File: src/rtl/sd_spi_cmd_engine.sv
// sd_spi_cmd_engine: SPI-mode SD command/response engine.
// It generates sd_cclk, runs the CS-high power-up preamble, shifts out a
// 48-bit command frame and captures the R1 or R7/R3 response.
// Build macro SD_SPI_CRC7_EN: when defined, CRC7 is generated internally and
// cmd_crc is ignored. When it is not defined, cmd_crc is sent as supplied.
`timescale 1ns/1ps
module sd_spi_cmd_engine #(
  parameter int CLK_DIV_SLOW = 125,
  parameter int CLK_DIV_FAST = 2,
  parameter int INIT_CLOCKS  = 80,
  parameter int RESP_TIMEOUT = 16
) (
  input  logic        clk,
  input  logic        rst_n,
  input  logic        init_start,
  input  logic        cmd_valid,
  output logic        cmd_ready,
  input  logic [5:0]  cmd_index,
  input  logic [31:0] cmd_arg,
  input  logic [6:0]  cmd_crc,
  input  logic        resp_long,
  input  logic        fast_clk,
  output logic        resp_valid,
  output logic        resp_timeout,
  output logic [39:0] resp_data,
  output logic        sd_cclk,
  output logic        sd_cmd,
  input  logic        sd_data0,
  output logic        sd_cs
);

  // state   | meaning
  // S_IDLE  | ready for a command or a preamble request
  // S_INIT  | power-up preamble, CS and MOSI high
  // S_SEND  | shifting out the 48-bit command frame
  // S_WAIT  | hunting for the response start bit (NCR)
  // S_RECV  | shifting in the remaining response bits
  // S_TRAIL | 8 trailing clocks with CS low (Nrc)
  // S_DONE  | clock stopped, response strobe
  typedef enum logic [2:0] {
    S_IDLE, S_INIT, S_SEND, S_WAIT, S_RECV, S_TRAIL, S_DONE
  } state_t;

  localparam int CW = $clog2(CLK_DIV_SLOW > CLK_DIV_FAST ? CLK_DIV_SLOW : CLK_DIV_FAST) + 1;
  localparam int BW = 10;
  localparam logic [BW-1:0] INIT_LAST  = BW'(INIT_CLOCKS);
  localparam logic [BW-1:0] SEND_LAST  = BW'(47);
  localparam logic [BW-1:0] WAIT_LAST  = BW'(RESP_TIMEOUT * 8 - 1);
  localparam logic [BW-1:0] TRAIL_LAST = BW'(8);

  state_t        state, state_nxt;
  logic [CW-1:0] div_cnt, div_val;
  logic [BW-1:0] bit_cnt, rx_len;
  logic [47:0]   tx_sh;
  logic [39:0]   rx_sh;
  logic          long_q, from_init, ready_q;
  logic          running, wrap, rise, fall, bit_step;
  logic [6:0]    crc_use;

`ifdef SD_SPI_CRC7_EN
  logic unused_cmd_crc;

  function automatic logic [6:0] crc7(input logic [39:0] d);
    logic [6:0] c;
    logic       fb;
    c = '0;
    for (int i = 39; i >= 0; i--) begin
      fb = d[i] ^ c[6];
      c  = {c[5:0], 1'b0} ^ (fb ? 7'h09 : 7'h00);
    end
    return c;
  endfunction

  assign crc_use        = crc7({2'b01, cmd_index, cmd_arg});
  assign unused_cmd_crc = ^cmd_crc;
`else
  assign crc_use = cmd_crc;
`endif

  assign running  = (state != S_IDLE) && (state != S_DONE);
  assign wrap     = running && (div_cnt == div_val - CW'(1));
  assign rise     = wrap && !sd_cclk;
  assign fall     = wrap && sd_cclk;
  assign rx_len   = long_q ? BW'(40) : BW'(8);
  assign bit_step = ((state == S_SEND) && fall) ||
                    (((state == S_INIT) || (state == S_WAIT) ||
                      (state == S_RECV) || (state == S_TRAIL)) && rise);

  // State register.
  always_ff @(posedge clk or negedge rst_n) begin
    if (!rst_n) state <= S_IDLE;
    else        state <= state_nxt;
  end

  // Next-state decode; phase changes are tied to sd_cclk edges.
  always_comb begin
    state_nxt = state;
    case (state)
      S_IDLE:  if (init_start) state_nxt = S_INIT;
               else if (cmd_valid && ready_q) state_nxt = S_SEND;
      S_INIT:  if (fall && bit_cnt == INIT_LAST) state_nxt = S_DONE;
      S_SEND:  if (fall && bit_cnt == SEND_LAST) state_nxt = S_WAIT;
      S_WAIT:  if (rise) begin
                 if (!sd_data0) state_nxt = S_RECV;
                 else if (bit_cnt == WAIT_LAST) state_nxt = S_TRAIL;
               end
      S_RECV:  if (rise && (bit_cnt + BW'(1)) == rx_len) state_nxt = S_TRAIL;
      S_TRAIL: if (fall && bit_cnt == TRAIL_LAST) state_nxt = S_DONE;
      S_DONE:  state_nxt = S_IDLE;
      default: state_nxt = S_IDLE;
    endcase
  end

  // Pin and handshake outputs decoded from the current state.
  always_comb begin
    cmd_ready  = ready_q && (state == S_IDLE);
    sd_cs      = 1'b1;
    sd_cmd     = 1'b1;
    resp_valid = 1'b0;
    case (state)
      S_SEND:                  begin sd_cs = 1'b0; sd_cmd = tx_sh[47]; end
      S_WAIT, S_RECV, S_TRAIL: sd_cs = 1'b0;
      S_DONE:                  resp_valid = !from_init;
      default: ;
    endcase
  end

  // Clock divider, bit counter, shift registers and response capture.
  always_ff @(posedge clk or negedge rst_n) begin
    if (!rst_n) begin
      ready_q      <= 1'b0;
      div_cnt      <= '0;
      div_val      <= CW'(CLK_DIV_SLOW);
      sd_cclk      <= 1'b0;
      bit_cnt      <= '0;
      tx_sh        <= '1;
      rx_sh        <= '0;
      long_q       <= 1'b0;
      from_init    <= 1'b0;
      resp_timeout <= 1'b0;
      resp_data    <= '0;
    end else begin
      ready_q <= (state_nxt == S_IDLE);

      if (!running) begin
        div_cnt <= '0;
        sd_cclk <= 1'b0;
      end else if (wrap) begin
        div_cnt <= '0;
        sd_cclk <= ~sd_cclk;
      end else begin
        div_cnt <= div_cnt + CW'(1);
      end

      // The start bit already counts as the first received bit.
      if (state != state_nxt) bit_cnt <= (state_nxt == S_RECV) ? BW'(1) : '0;
      else if (bit_step)      bit_cnt <= bit_cnt + BW'(1);

      // Divider is frozen for the whole operation.
      if (state == S_IDLE && state_nxt != S_IDLE) begin
        div_val   <= fast_clk ? CW'(CLK_DIV_FAST) : CW'(CLK_DIV_SLOW);
        from_init <= (state_nxt == S_INIT);
      end

      // The first frame bit is on MOSI half a period before the first rise.
      if (state == S_IDLE && state_nxt == S_SEND) begin
        tx_sh        <= {2'b01, cmd_index, cmd_arg, crc_use, 1'b1};
        long_q       <= resp_long;
        resp_timeout <= 1'b0;
      end else if (state == S_SEND && fall) begin
        tx_sh <= {tx_sh[46:0], 1'b1};
      end

      if (state == S_WAIT && rise && !sd_data0) rx_sh <= '0;
      else if (state == S_RECV && rise)         rx_sh <= {rx_sh[38:0], sd_data0};

      if (state == S_WAIT && state_nxt == S_TRAIL) begin
        resp_timeout <= 1'b1;
        resp_data    <= '1;
      end
      if (state == S_RECV && state_nxt == S_TRAIL)
        resp_data <= long_q ? {rx_sh[38:0], sd_data0} : {rx_sh[6:0], sd_data0, 32'h0};
    end
  end

endmodule
File: config.mk
export PLATFORM = sky130hd
export DESIGN_NAME = sd_spi_cmd_engine
export DESIGN_NICKNAME = d
export VERILOG_FILES = /design/src/rtl/sd_spi_cmd_engine.sv
export SDC_FILE = /design/constraint.sdc
export NUM_CORES = 1
export LEC_CHECK = 0
export ABC_CLOCK_PERIOD_IN_PS = 5800
export CORE_UTILIZATION = 55
export CTS_BUF_LIST = sky130_fd_sc_hd__clkbuf_8
export DETAILED_ROUTE_END_ITERATION = 12
export GPL_TIMING_DRIVEN = 0
export PLACE_DENSITY = 0.79
export SLEW_MARGIN = 10
export SYNTH_ARGS = -nofsm -noshare
export SYNTH_HDL_FRONTEND = slang
export SYNTH_SLANG_ARGS = --single-unit
File: constraint.sdc
create_clock -name clk -period 5.8 [get_ports clk]
set_input_delay 0.87 -clock clk [delete_from_list [all_inputs] [get_ports clk]]
set_output_delay 0.87 -clock clk [all_outputs]
set_load 0.02 [all_outputs]
==> out/metrics.yaml, run 1 <==
critical_path:
  cp.buffers_inverters: 2
  path_cells: "buf_2 -> nor3b_1 -> nand2b_1 -> clkdlybuf4s50_1"
  critical-path-max-stage-delay_ns: 0.59
  critPathLaunchType: "flip-flop"
  cp_max_fo: 10
  rr_endpoint: "resp_data[19]$_DFFE_PN0P_"
  end_kind: "output port"
  critical_path_class: "flip-flop to output port"
  reg2regPathDepth: 9
  cp_top_family: "buffers and inverters"
  cp_slowest_cell: "clkdlybuf4s50_1"
  crit_required_ns: 4.93
  critPathArrivalTime_ns: 2.47
  rrSetupSlack_ns: 2.79
  timing.rr.start: "div_val[5]$_DFFE_PN1P_"
logic_synthesis:
  avgSynthCellArea_sq_um: 9.70
  synthTopCellsByArea: "dfrtp_1, dfstp_2, nand2_1"
  synth_common_cells: "nand2_1, dfrtp_1, dfstp_2"
  synth-compound-area-share: 0.159
  synthSimpleGateAreaFrac: 0.212
  synthXorXnorAreaFrac: 0.0218
  synth_most_common_cell: "nand2_1"
  yosysTopAreaCell: "dfrtp_1"
  syn_inst: 781
  async_reset_ff_frac: 1.00
  yosysTopAreaCellShare: 0.350
  ys_seq_elements: 154
  synth-edff-count: 0
  ys_types: 68
  synthAdderAreaFrac: 0.00991
  ys_seq_area_frac: 0.517
  synth_fp_nets: 839
  synth_top_family_by_area: "simple AND/OR/NAND/NOR gates"
  synth_area_sq_um: 7570
  synth_warnings: 0
  muxShareOfSynthArea: 0.0350
  synth_top_flop_cell: "dfrtp_1"
route:
  drc: 0
  postRouteWirelength_um: 16600
  viasPerCell: 5.56
  drtIter0Drc: 354
  ant_nets: 0
  routedWlPerCell_um: 15.3
  vias: 6046
  dr.pass1.iters: 4
global_routing:
  antenna_found_initial: 0
  gr-total-overflow: 0
  grt_pass1_vias: 6005
  grt_usage: 0.251
  grt_max_degree: 106
  grt_pass1_wl_um: 28300
timing:
  worst_pin_slew_ns: 0.627
  timing.setup.tns_ns: 0
  hold_viol_final: 0
  slew_violations: 0
  hold_ws_ns: 0.309
  setup_viol: 0
  finalCritPeriodShare: 0.577
  max_freq_mhz: 299
  skew_ns: 0.0139
  slew_headroom: 0.582
  rsz0062_at_grt: "false"
  fin_crit_ns: 3.34
cts:
  htree_levels: 4
  cts_resized: 0
  path_clk_slew_ns: 0.07
  cts_setup_buffers: 0
  clk_path_buf_depth: 2
  cts_hold_buf: 0
  root_buffer: "clkbuf_8"
  clock-sinks: 154
  numCtsBuffers: 17
  clk_latency_ns: 0.46
  cts_tree: "yes"
floorplan:
  rows: 42
  ios: 98
  die-area_sq_um: 14200
  die_y_um: 119
  die_w_um: 119
  coreArea_sq_um: 13300
  initial_core_util: 0.567
job:
  maxCapViolCount: 0
layout:
  area_growth_syn_to_layout_pct: 20.9
  nets: 956
  final_util: 0.686
  final_layout_size_suffix_gt1_frac: 0.192
  n_antenna_cell: 0
pwr:
  power_density_nw_per_um2: 364
  p_leak_nw: 3.94
  ir_worst_vdd_mv: 0.243
placement:
  place_congestion: 0.883
  portBuffers: 97
  dp_hpwl_um: 11900
status:
  run_status: "completed"
hold_path:
  hold_path.class: "input port to asynchronous set/reset pin"
-- kinds of logic (layout without fill, tap and decap cells) --
family | Yosys count | after routing
mux | 26 | 26
fa+ha+maj | 6 | 6
flops | 154 | 154
compound gates | 165 | 165
xor+xnor | 18 | 18
simple gates | 343 | 343
buf+inv | 69 | 199
-- state kept, by name, indices dropped and copies added (netlist names), 2 cells and up --
name / cells
div_cnt: 8
bit_cnt: 10
rx_sh: 39
tx_sh: 47
state: 3
resp_data: 40
div_val: 2
-- layer usage --
metal  vias up  wire length (um)  track usage
met3        29              1050       0.0666
met4         0               325       0.0883
met1      2916              7090        0.310
met2       178              8150        0.426
met5         -                 0            0
li1       2923                 -            -
-- where the power goes --
group	switching, mW	total [mW]	leakage (nW)	internal [mW]
registers	0.226	1.70	1.77	1.47
logic	0.534	0.896	1.97	0.362
clock network	0.377	0.739	0.196	0.362
-- layout by cell type, fill, tap and decap left out, types with 21 or more instances in the layout --
cell and instances:
dfstp_2 48, nand2_1 209, nor2_1 31, nor3_1 45, a22oi_1 30, clkdlybuf4s50_1 96, buf_2 31, dfrtp_1 106
clkbuf_1 21, a21oi_1 46, mux2i_1 25, o21ai_0 21, a21oi_2 40
-- per-stage QoR --
stage	power [mW]	instances	instance area, sq um	setup WS (ns)
finish	3.34	1087	9160	2.46
global route	3.55	1087	9160	2.39
CTS	3.35	1087	9160	2.54
detailed placement	2.61	1055	8800	2.72
global placement	2.55	1054	8760	-1.94
floorplan	2.31	781	7570	3.22
-- how the worst max path moves through the flow --
stage | from | end | depth (start not counted)
CTS | state[2]$_DFF_PN0_ | resp_valid | 4
global route | state[1]$_DFF_PN0_ | sd_cmd | 4
finish | state[1]$_DFF_PN0_ | sd_cmd | 4
floorplan | div_val[5]$_DFFE_PN1P_ | div_val[1]$_DFFE_PN0P_ | 9
detailed placement | sd_data0 | div_val[1]$_DFFE_PN0P_ | 7
global placement | rst_n | ready_q$_DFF_PN0_ | 1
-- area by class of cell --
cell class                      instances  area (sq um)
Fill cell                            1056          4190
Sequential cell                       154          3910
Multi-Input combinational cell        558          3320
Timing Repair Buffer                   98          1000
Buffer                                 60           305
Clock buffer                           20           275
Tap cell                              176           220
Clock inverter                         12          85.1
Inverter                                9          33.8
Note: power is estimated with default switching activity, not from simulation.
==> run 2, diff against run 1 <==
--- a/config.mk
+++ b/config.mk
@@ -5,8 +5,8 @@
 export SDC_FILE = /design/constraint.sdc
 export NUM_CORES = 1
 export LEC_CHECK = 0
-export ABC_CLOCK_PERIOD_IN_PS = 5800
-export CORE_UTILIZATION = 55
+export ABC_CLOCK_PERIOD_IN_PS = 2980
+export CORE_UTILIZATION = 52
 export CTS_BUF_LIST = sky130_fd_sc_hd__clkbuf_8
 export DETAILED_ROUTE_END_ITERATION = 12
 export GPL_TIMING_DRIVEN = 0
==> constraint.sdc (replaced) <==
create_clock -name clk -period 2.98 [get_ports clk]
set_input_delay 0.447 -clock clk [delete_from_list [all_inputs] [get_ports clk]]
set_output_delay 0.447 -clock clk [all_outputs]
set_load 0.02 [all_outputs]
==> out/metrics.yaml, run 2 (synthesized netlist as in run 1, its figures left out) <==
cts:
  root_buffer: "clkbuf_8"  # unchanged
  clk_path_buf_depth: 2  # unchanged
  htree_levels: 4  # unchanged
  numCtsBuffers: 17  # unchanged
  clk_latency_ns: 0.45  # was 0.46 ns
  clock-sinks: 154  # unchanged
  path_clk_slew_ns: 0.08  # was 0.07 ns
  cts_tree: "yes"  # unchanged
layout:
  layout_commonest_cell: "nand2_1"  # unchanged
  top_regs: "tx_sh (47), resp_data (40), rx_sh (39)"  # unchanged
  n_antenna_cell: 0  # unchanged
  final_layout_size_suffix_gt1_frac: 0.203  # was 0.192
  nets: 958  # was 956
  largest_reg_flops: 47  # unchanged
  final_util: 0.659  # was 0.686
  area_growth_syn_to_layout_pct: 22.3  # was 20.9%
  final_cell_mix: "nand2_1, dfrtp_1, clkdlybuf4s50_1"  # unchanged
  regMostFlops: "tx_sh"  # unchanged
route:
  drc: 0  # unchanged
  routedWlPerCell_um: 14.9  # was 15.3 um
  vias: 5943  # was 6046
  dr.pass1.iters: 5  # was 4
  postRouteWirelength_um: 16200  # was 16600 um
  viasPerCell: 5.44  # was 5.56
  ant_nets: 0  # unchanged
  drtIter0Drc: 345  # was 354
pwr:
  ir_worst_vdd_mv: 0.435  # was 0.243 mV
  total_power_mw: 6.65  # was 3.34 mW
  power_density_nw_per_um2: 718  # was 364 nW/um^2
  p_leak_nw: 3.97  # was 3.94 nW
global_routing:
  grt_usage: 0.232  # was 0.251
  grt_max_degree: 104  # was 106
  grt_pass1_vias: 5575  # was 6005
  antenna_found_initial: 0  # unchanged
  gr-total-overflow: 0  # unchanged
  grt_pass1_wl_um: 27200  # was 28300 um
critical_path:
  critPathLaunchType: "flip-flop"  # unchanged
  critical_path_class: "flip-flop to flip-flop"  # was flip-flop to output port
  cp_slowest_cell: "dfstp_2"  # was clkdlybuf4s50_1
  crit_required_ns: 3.31  # was 4.93 ns
  critical-path-max-stage-delay_ns: 0.55  # was 0.59 ns
  end_kind: "flip-flop"  # was output port
  critPathArrivalTime_ns: 3.17  # was 2.47 ns
  cp_max_fo: 4  # was 10
  path_cells: "inv_1 -> ha_1 -> xor2_2 -> nand4_1 -> a2111oi_4 -> nand4_2 -> nand3_2 -> o21ai_4 -> mux2_4"  # was buf_2 -> nor3b_1 -> nand2b_1 -> clkdlybuf4s50_1
placement:
  place_congestion: 0.867  # was 0.883
  portBuffers: 97  # unchanged
  dp_hpwl_um: 11600  # was 11900 um
timing:
  slew_headroom: 0.558  # was 0.582
  fin_crit_ns: 2.84
  finalCritPeriodShare: 0.953
  hold_ws_ns: 0.460  # was 0.309 ns
  slew_violations: 0  # unchanged
  max_freq_mhz: 352
  worst_pin_slew_ns: 0.664  # was 0.627 ns
  setup_viol: 0  # unchanged
  hold_viol_final: 0  # unchanged
  skew_ns: 0.0119  # was 0.0139 ns
  rsz0062_at_grt: "false"  # unchanged
job:
  maxCapViolCount: 0  # unchanged
floorplan:
  die_y_um: 123  # was 119 um
  rows: 43  # was 42
  die-area_sq_um: 15100  # was 14200 sq um
  die_w_um: 123  # was 119 um
  initial_core_util: 0.539  # was 0.567
  ios: 98  # unchanged
  coreArea_sq_um: 14000  # was 13300 sq um
status:
  run_status: "completed"  # unchanged
hold_path:
  hold_path.class: "flip-flop to flip-flop"  # was input port to asynchronous set/reset pin
==> run 2: where the power goes <==
group | switching (mW) | internal [mW] | leakage, nW
Combinational | 1.02 | 0.723 | 1.99
Clock | 0.809 | 0.796 | 0.208
Sequential | 0.426 | 2.87 | 1.77
==> run 2: per-stage QoR <==
stage / setup slack, ns / std cells / TNS, ns / instance area (sq um)
detailed placement: -0.0106 / 1059 / -0.0324 / 8800
CTS: 0.0688 / 1092 / 0 / 9220
finish: 0.139 / 1093 / 0 / 9260
global route: 0.00248 / 1093 / 0 / 9260
floorplan: 0.400 / 781 / 0 / 7570
global placement: -4.76 / 1058 / -638.16 / 8770
==> run 2: final cells by class <==
| type | instances | area [sq um] |
|---|---|---|
| clock buffers | 19 | 262 |
| fillers | 1131 | 4780 |
| multi-input cells | 558 | 3360 |
| inverters | 9 | 33.8 |
| well taps | 180 | 225 |
| clock inverters | 13 | 141 |
| repair buffers | 100 | 1020 |
| plain buffers | 60 | 307 |
| flip-flops and latches | 154 | 3910 |
==> run 2: worst paths after layout <==
kind,start,to,slack (ns),cells after the start
min in group asynchronous,rst_n,resp_data[0]$_DFFE_PN0P_,0.49,2
hold / removal,tx_sh[44]$_DFFE_PN1P_,tx_sh[44]$_DFFE_PN1P_,0.46,2
hold reg to reg,tx_sh[44]$_DFFE_PN1P_,tx_sh[44]$_DFFE_PN1P_,0.46,2
setup reg to reg,div_val[5]$_DFFE_PN1P_,div_val[1]$_DFFE_PN0P_,0.14,9
max in group asynchronous,rst_n,tx_sh[40]$_DFFE_PN1P_,1.66,3
setup / recovery,div_val[5]$_DFFE_PN1P_,div_val[1]$_DFFE_PN0P_,0.14,9
==> run 2: repair_timing <==
item | 4_1_cts | 5_1_grt
cloned | 0 | 0
pin swaps | 0 | 1
setup endpoints to repair | 19 | 68
endpoints found under the hold margin | 51 | 0
buffers inserted | 0 | 1
gates resized for setup | 1 | 6
hold buffers | 1 | 0
==> run 2: per-layer routing <==
layer	wire (um)	up-vias	GRT usage
li1	-	2921	-
met5	0	-	0
met3	803	19	0.0516
met2	7620	152	0.360
met4	249	0	0.0869
met1	7570	2851	0.319
==> run 2: worst max-delay path: cells and delay by family, from the launching register on <==
family / cells / cell delay (ns)
AND/OR/NAND/NOR: 3 / 0.69
flip-flops: 1 / 0.55
AO/OA/AOI/OAI: 2 / 0.50
adder cells (fa/ha/maj): 1 / 0.33
multiplexers: 1 / 0.32
XOR/XNOR: 1 / 0.27
buffers and inverters: 1 / 0.07
==> patch 1, RTL diff (flow settings as in run 2) <==
The parameter `CLK_DIV_SLOW` goes from 125 to 250.
--- a/src/rtl/sd_spi_cmd_engine.sv
+++ b/src/rtl/sd_spi_cmd_engine.sv
@@ -5,7 +5,7 @@
 // cmd_crc is ignored. When it is not defined, cmd_crc is sent as supplied.
 `timescale 1ns/1ps
 module sd_spi_cmd_engine #(
-  parameter int CLK_DIV_SLOW = 125,
+  parameter int CLK_DIV_SLOW = 250,
   parameter int CLK_DIV_FAST = 2,
   parameter int INIT_CLOCKS  = 80,
   parameter int RESP_TIMEOUT = 16
Behaviour: no difference found for any inputs over 10 cycles, from zero or initial values and one cycle with rst_n low; that may be too few to reach the edited logic, so the function may still have changed.
==> patch 1 against run 2 <==
Design area decreased by 0.53%. Sequential cell count unchanged. Global-route usage increased by 0.92 points. Setup slack got worse by 61 ps. Sequential share of layout area increased by 0.24 points. Wire length increased by 6.3%. Hold slack improved by 28 ps. Area after synthesis decreased by 2.7%. Via count increased by 0.69%.
Power is not compared: it rests on default switching activity, and its combinational part moved more than twofold at a synthesized area within 25%.
==> patch 1: results (changes against run 2) <==
| Metric | Value |
|---|---|
| Synth top area cells | dfrtp_1, dfstp_2, nand2_1, o31a_1, a22o_1 |
| Largest net degree at the start of global routing | 86 (-17%) |
| Sequential standard cell area | 3920 sq um (about the same) |
| Gr usage total | 24.2% (+0.92 points) |
| CP max FO | 10 (+6) |
| Clock Skew | 17.6 ps (+5.75 ps) |
| NonClk Buf Share | 14.8% (+0.50 points) |
| Post-Syn Nets | 793 (-5.5%) |
| Placed instance area | 8600 sq um (-2.3%) |
| Final std cells w/o fill | 1051 (-3.8%) |
| Comb_multi_in | 516 (-7.5%) |
| Worst Tran Pin Value | 884 ps (+220 ps) |
| Multi-input gate area | 3230 sq um (-3.9%) |
| Top delay family on crit path | compound AO/OA/AOI/OAI gates |
| Dpl cells | 1014 (-4.2%) |
| Clock-cell share | 4.82% (+0.47 points) |
| Clock buffers | 20 (+1) |
| Critical-path top delay cell | a2111o_1 |
| Via-to-Cell Ratio | 5.69 (+4.7%) |
| Worst endpoint data arrival time | 3300 ps (+130 ps) |
| Vias in the first global route | 5871 (+5.3%) |
| Initial DRC Count | 313 (-9.3%) |
| Die X | 121 um (-1.3%) |
| Outcome | complete, no violations |
| DP Wirelength | 12.0 mm (+3.6%) |
| Worst Hold Class | in2reg |
[patch 1: kinds of logic (layout without fill, tap and decap cells)]
| kind of cell | Yosys count | count (layout) | synth area share (%) |
|---|---|---|---|
| fa+ha+maj | 5 | 5 | 0.849 |
| buf+inv | 66 | 201 | 4.24 |
| simple gates | 275 | 275 | 16.6 |
| compound gates | 201 | 201 | 20.7 |
| mux | 16 | 16 | 2.19 |
| xor+xnor | 19 | 19 | 2.26 |
| flops | 154 | 154 | 53.1 |
[patch 1: what timing repair did]
item | 4_1_cts | 5_1_grt
cloned | 0 | 0
setup endpoints to repair | 83 | 122
pin swaps | 1 | 3
resized for setup | 9 | 26
buffers inserted | 0 | 6
endpoints found under the hold margin | 21 | 0
hold buffers | 1 | 0
[patch 1: worst reg2reg max path, delay by kind of cell (launching register included)]
kind | cells | cell delay (ps)
AOI/OAI and AO/OA | 3 | 1120
and+or+nand+nor | 3 | 690
buffers and inverters | 3 | 480
DFF | 1 | 390
adders and majority gates | 1 | 160
[patch 1: layer usage]
layer	up-vias	track usage, %	wire length (um)
met3	29	4.70	823
met4	0	9.57	333
met5	-	0	0
met2	176	39.9	8480
met1	2939	31.3	7620
li1	2840	-	-
[patch 1: worst paths after layout]
| check | from | depth (start not counted) | slack [ps] | end |
|---|---|---|---|---|
| max in group asynchronous | rst_n | 3 | 1690 | rx_sh[23] |
| min in group asynchronous | rst_n | 2 | 520 | ready_q |
| worst min-delay path | cmd_arg[16] | 3 | 490 | tx_sh[24] |
| worst max-delay path | div_cnt[1] | 10 | 80 | tx_sh[11] |
| worst min register to register | resp_data[29] | 1 | 510 | resp_data[29] |
| worst max register to register | div_cnt[1] | 10 | 80 | tx_sh[11] |
==> patch 2, RTL diff (settings of run 2) <==
Made on the original files. One comparison of `bit_cnt` changes from == to >=.
--- a/src/rtl/sd_spi_cmd_engine.sv
+++ b/src/rtl/sd_spi_cmd_engine.sv
@@ -98,7 +98,7 @@
     case (state)
       S_IDLE:  if (init_start) state_nxt = S_INIT;
                else if (cmd_valid && ready_q) state_nxt = S_SEND;
-      S_INIT:  if (fall && bit_cnt == INIT_LAST) state_nxt = S_DONE;
+      S_INIT:  if (fall && bit_cnt >= INIT_LAST) state_nxt = S_DONE;
       S_SEND:  if (fall && bit_cnt == SEND_LAST) state_nxt = S_WAIT;
       S_WAIT:  if (rise) begin
                  if (!sd_data0) state_nxt = S_RECV;
Check against the original RTL: no difference found for any inputs over 10 cycles, from zero or initial values and one cycle with rst_n low; that may be too few to reach the edited logic, so the function may still have changed.
==> patch 2 against run 2 <==
Design area up 1.8%. Hold slack better by 28 ps. Global-route usage up 0.96 points. Setup slack worse by 65 ps. Count of clock-buffer cells in the layout up 1. Sequential cell count unchanged. Wire length up 6.0%. Area after synthesis up 0.89%. Critical path type unchanged.
Power is not compared: it rests on default switching activity, and its combinational part moved more than twofold at a synthesized area within 25%.
==> patch 2: results (changes against run 2) <==
| Metric | Value |
|---|---|
| Outcome | complete, no violations |
| Largest net degree at the start of global routing | 108 (+3.8%) |
| P_clk | 0.00158 W |
| Top sig layer | met4 |
| DP Worst Slack | -206 ps (-196 ps) |
| CTS max path bufs | 2 (unchanged) |
| Clk slew on worst S/H paths | 80 ps (about the same) |
| DR WL/cell | 16.4 um (+10%) |
| Port bufs | 97 (unchanged) |
| Initial antenna violation count | 0 (unchanged) |
| Share of layout cells above drive strength 1 | 23.7% (+3.4 points) |
| Dpl cells | 1019 (-3.8%) |
| Inserted Diodes | 0 (unchanged) |
| Gr usage total | 24.2% (+0.96 points) |
| Pre-Repair DR Iteration Count | 5 (unchanged) |
| Initial DRC Count | 438 (+27%) |
| Placed instance area | 8870 sq um (+0.77%) |
| Commonest register cell after synthesis | dfrtp_1 |
| Synth top area cells | dfrtp_1, dfstp_2, nand2_1, nor3_2, a21oi_2 |
| H-tree depth | 4 (unchanged) |
| Worst IR Drop VDD | 0.235 mV |
| Post-Syn Nets | 799 (-4.8%) |
| Clock Skew | 13.5 ps (+1.62 ps) |
| CP max FO | 10 (+6) |
| Gp weighted congestion | 0.899 (+3.8%) |
| Vias in the first global route | 5799 (+4.0%) |
| Worst endpoint data arrival time | 3300 ps (+130 ps) |
| Clock root cell | clkbuf_8 |
| P_comb | ~0.00012 W |
| Cts bufs inserted | 17 (unchanged) |
| Biggest regs | tx_sh x47, resp_data x40, rx_sh x39 |
| Fillers | 1082 (-4.3%) |
| Leak | ~4.1 nW |
| DP Wirelength | 12.3 mm (+6.8%) |
| Worst Tran Pin Value | 756 ps (+92.2 ps) |
| Routed vias | 5955 (+0.20%) |
| Top delay family on crit path | simple AND/OR/NAND/NOR gates |
| Ys Warns | 0 (unchanged) |
| Met3 routed WL | 928 um (+16%) |
| Setup crit start | div_val[5] |
| Layout Nets | 916 (-4.4%) |
| Slowest stage delay, CP | 550 ps (about the same) |
| First-pass GRT wire length | 28.3 mm (+4.2%) |
| Post-Route M1 WL | 7.55 mm (-0.30%) |
| Syn avg cell area | 10.3 sq um (+6.3%) |
| Switching power of the nets | around 0.00083 W |
| Asr flop ratio synth | 100% (unchanged) |
| Distinct cells, synth | 63 (-7.4%) |
| Critical-path top delay cell | dfstp_2 |
| Worst Hold Class | in2async |
| Synth top cells by count | nand2_1, dfrtp_1, dfstp_2, a21oi_1, nor3_2 |
| Sequential fraction of the synthesis area | 51.2% (-0.46 points) |
| Final std cells w/o fill | 1051 (-3.8%) |
| Clk_lat worst skew | 460 ps |
| Met2 WL post-DR | 8.48 mm (+11%) |
## patch 2: what timing repair did
action                                  4_1_cts  5_1_grt
hold buffers                                  1        0
pin swaps                                     1        1
hold endpoints to repair                     46        0
setup buffers                                 0        2
endpoints found under the setup margin       72       99
gates resized for setup                      10       28
## patch 2: per-stage QoR
step	hold WS (ps)	power [W]	util [%]	setup TNS, ps
floorplan	151	0.00213	-	0
global placement	486	0.00224	62.7	-597090
detailed placement	380	0.00225	62.9	-8920
CTS	482	0.00382	66.1	0
global route	501	0.00393	66.8	-85.6
finish	488	0.00379	66.8	0
## patch 2: cells by family after synthesis
group                      count (synthesis)  share of synthesized area (%)
and+or+nand+nor                          279                           19.7
adders and majority gates                  6                          0.982
AOI/OAI and AO/OA                        195                           18.7
buffers and inverters                     62                           3.83
muxes                                     25                           3.31
DFF                                      154                           51.2
xor gates and xnor gates                  20                           2.29
## patch 2: final timing paths
| kind | endpoint | slack, ps | depth (start not counted) |
|---|---|---|---|
| max | resp_data[3] | 70 | 11 |
| min | resp_data[11] | 490 | 2 |
| max reg2reg | resp_data[3] | 70 | 11 |
| min reg2reg | tx_sh[42] | 510 | 1 |
| max in group asynchronous | tx_sh[41] | 1660 | 3 |
| min in group clk | tx_sh[44] | 510 | 3 |
## patch 2: final cells by class
cell class,count,share of cell area (%)
Inverter,6,0.239
Timing Repair Buffer,101,11.0
Tap cell,180,2.39
Buffer,53,3.01
Clock buffer,20,2.92
Sequential cell,154,41.5
Multi-Input combinational cell,525,37.6
Clock inverter,12,1.33
## patch 2: per-layer routing
| layer | up-vias | GRT usage, % |
|---|---|---|
| met3 | 24 | 6.37 |
| met5 | - | 0 |
| met2 | 165 | 39.1 |
| li1 | 2841 | - |
| met4 | 0 | 8.73 |
| met1 | 2925 | 31.4 |
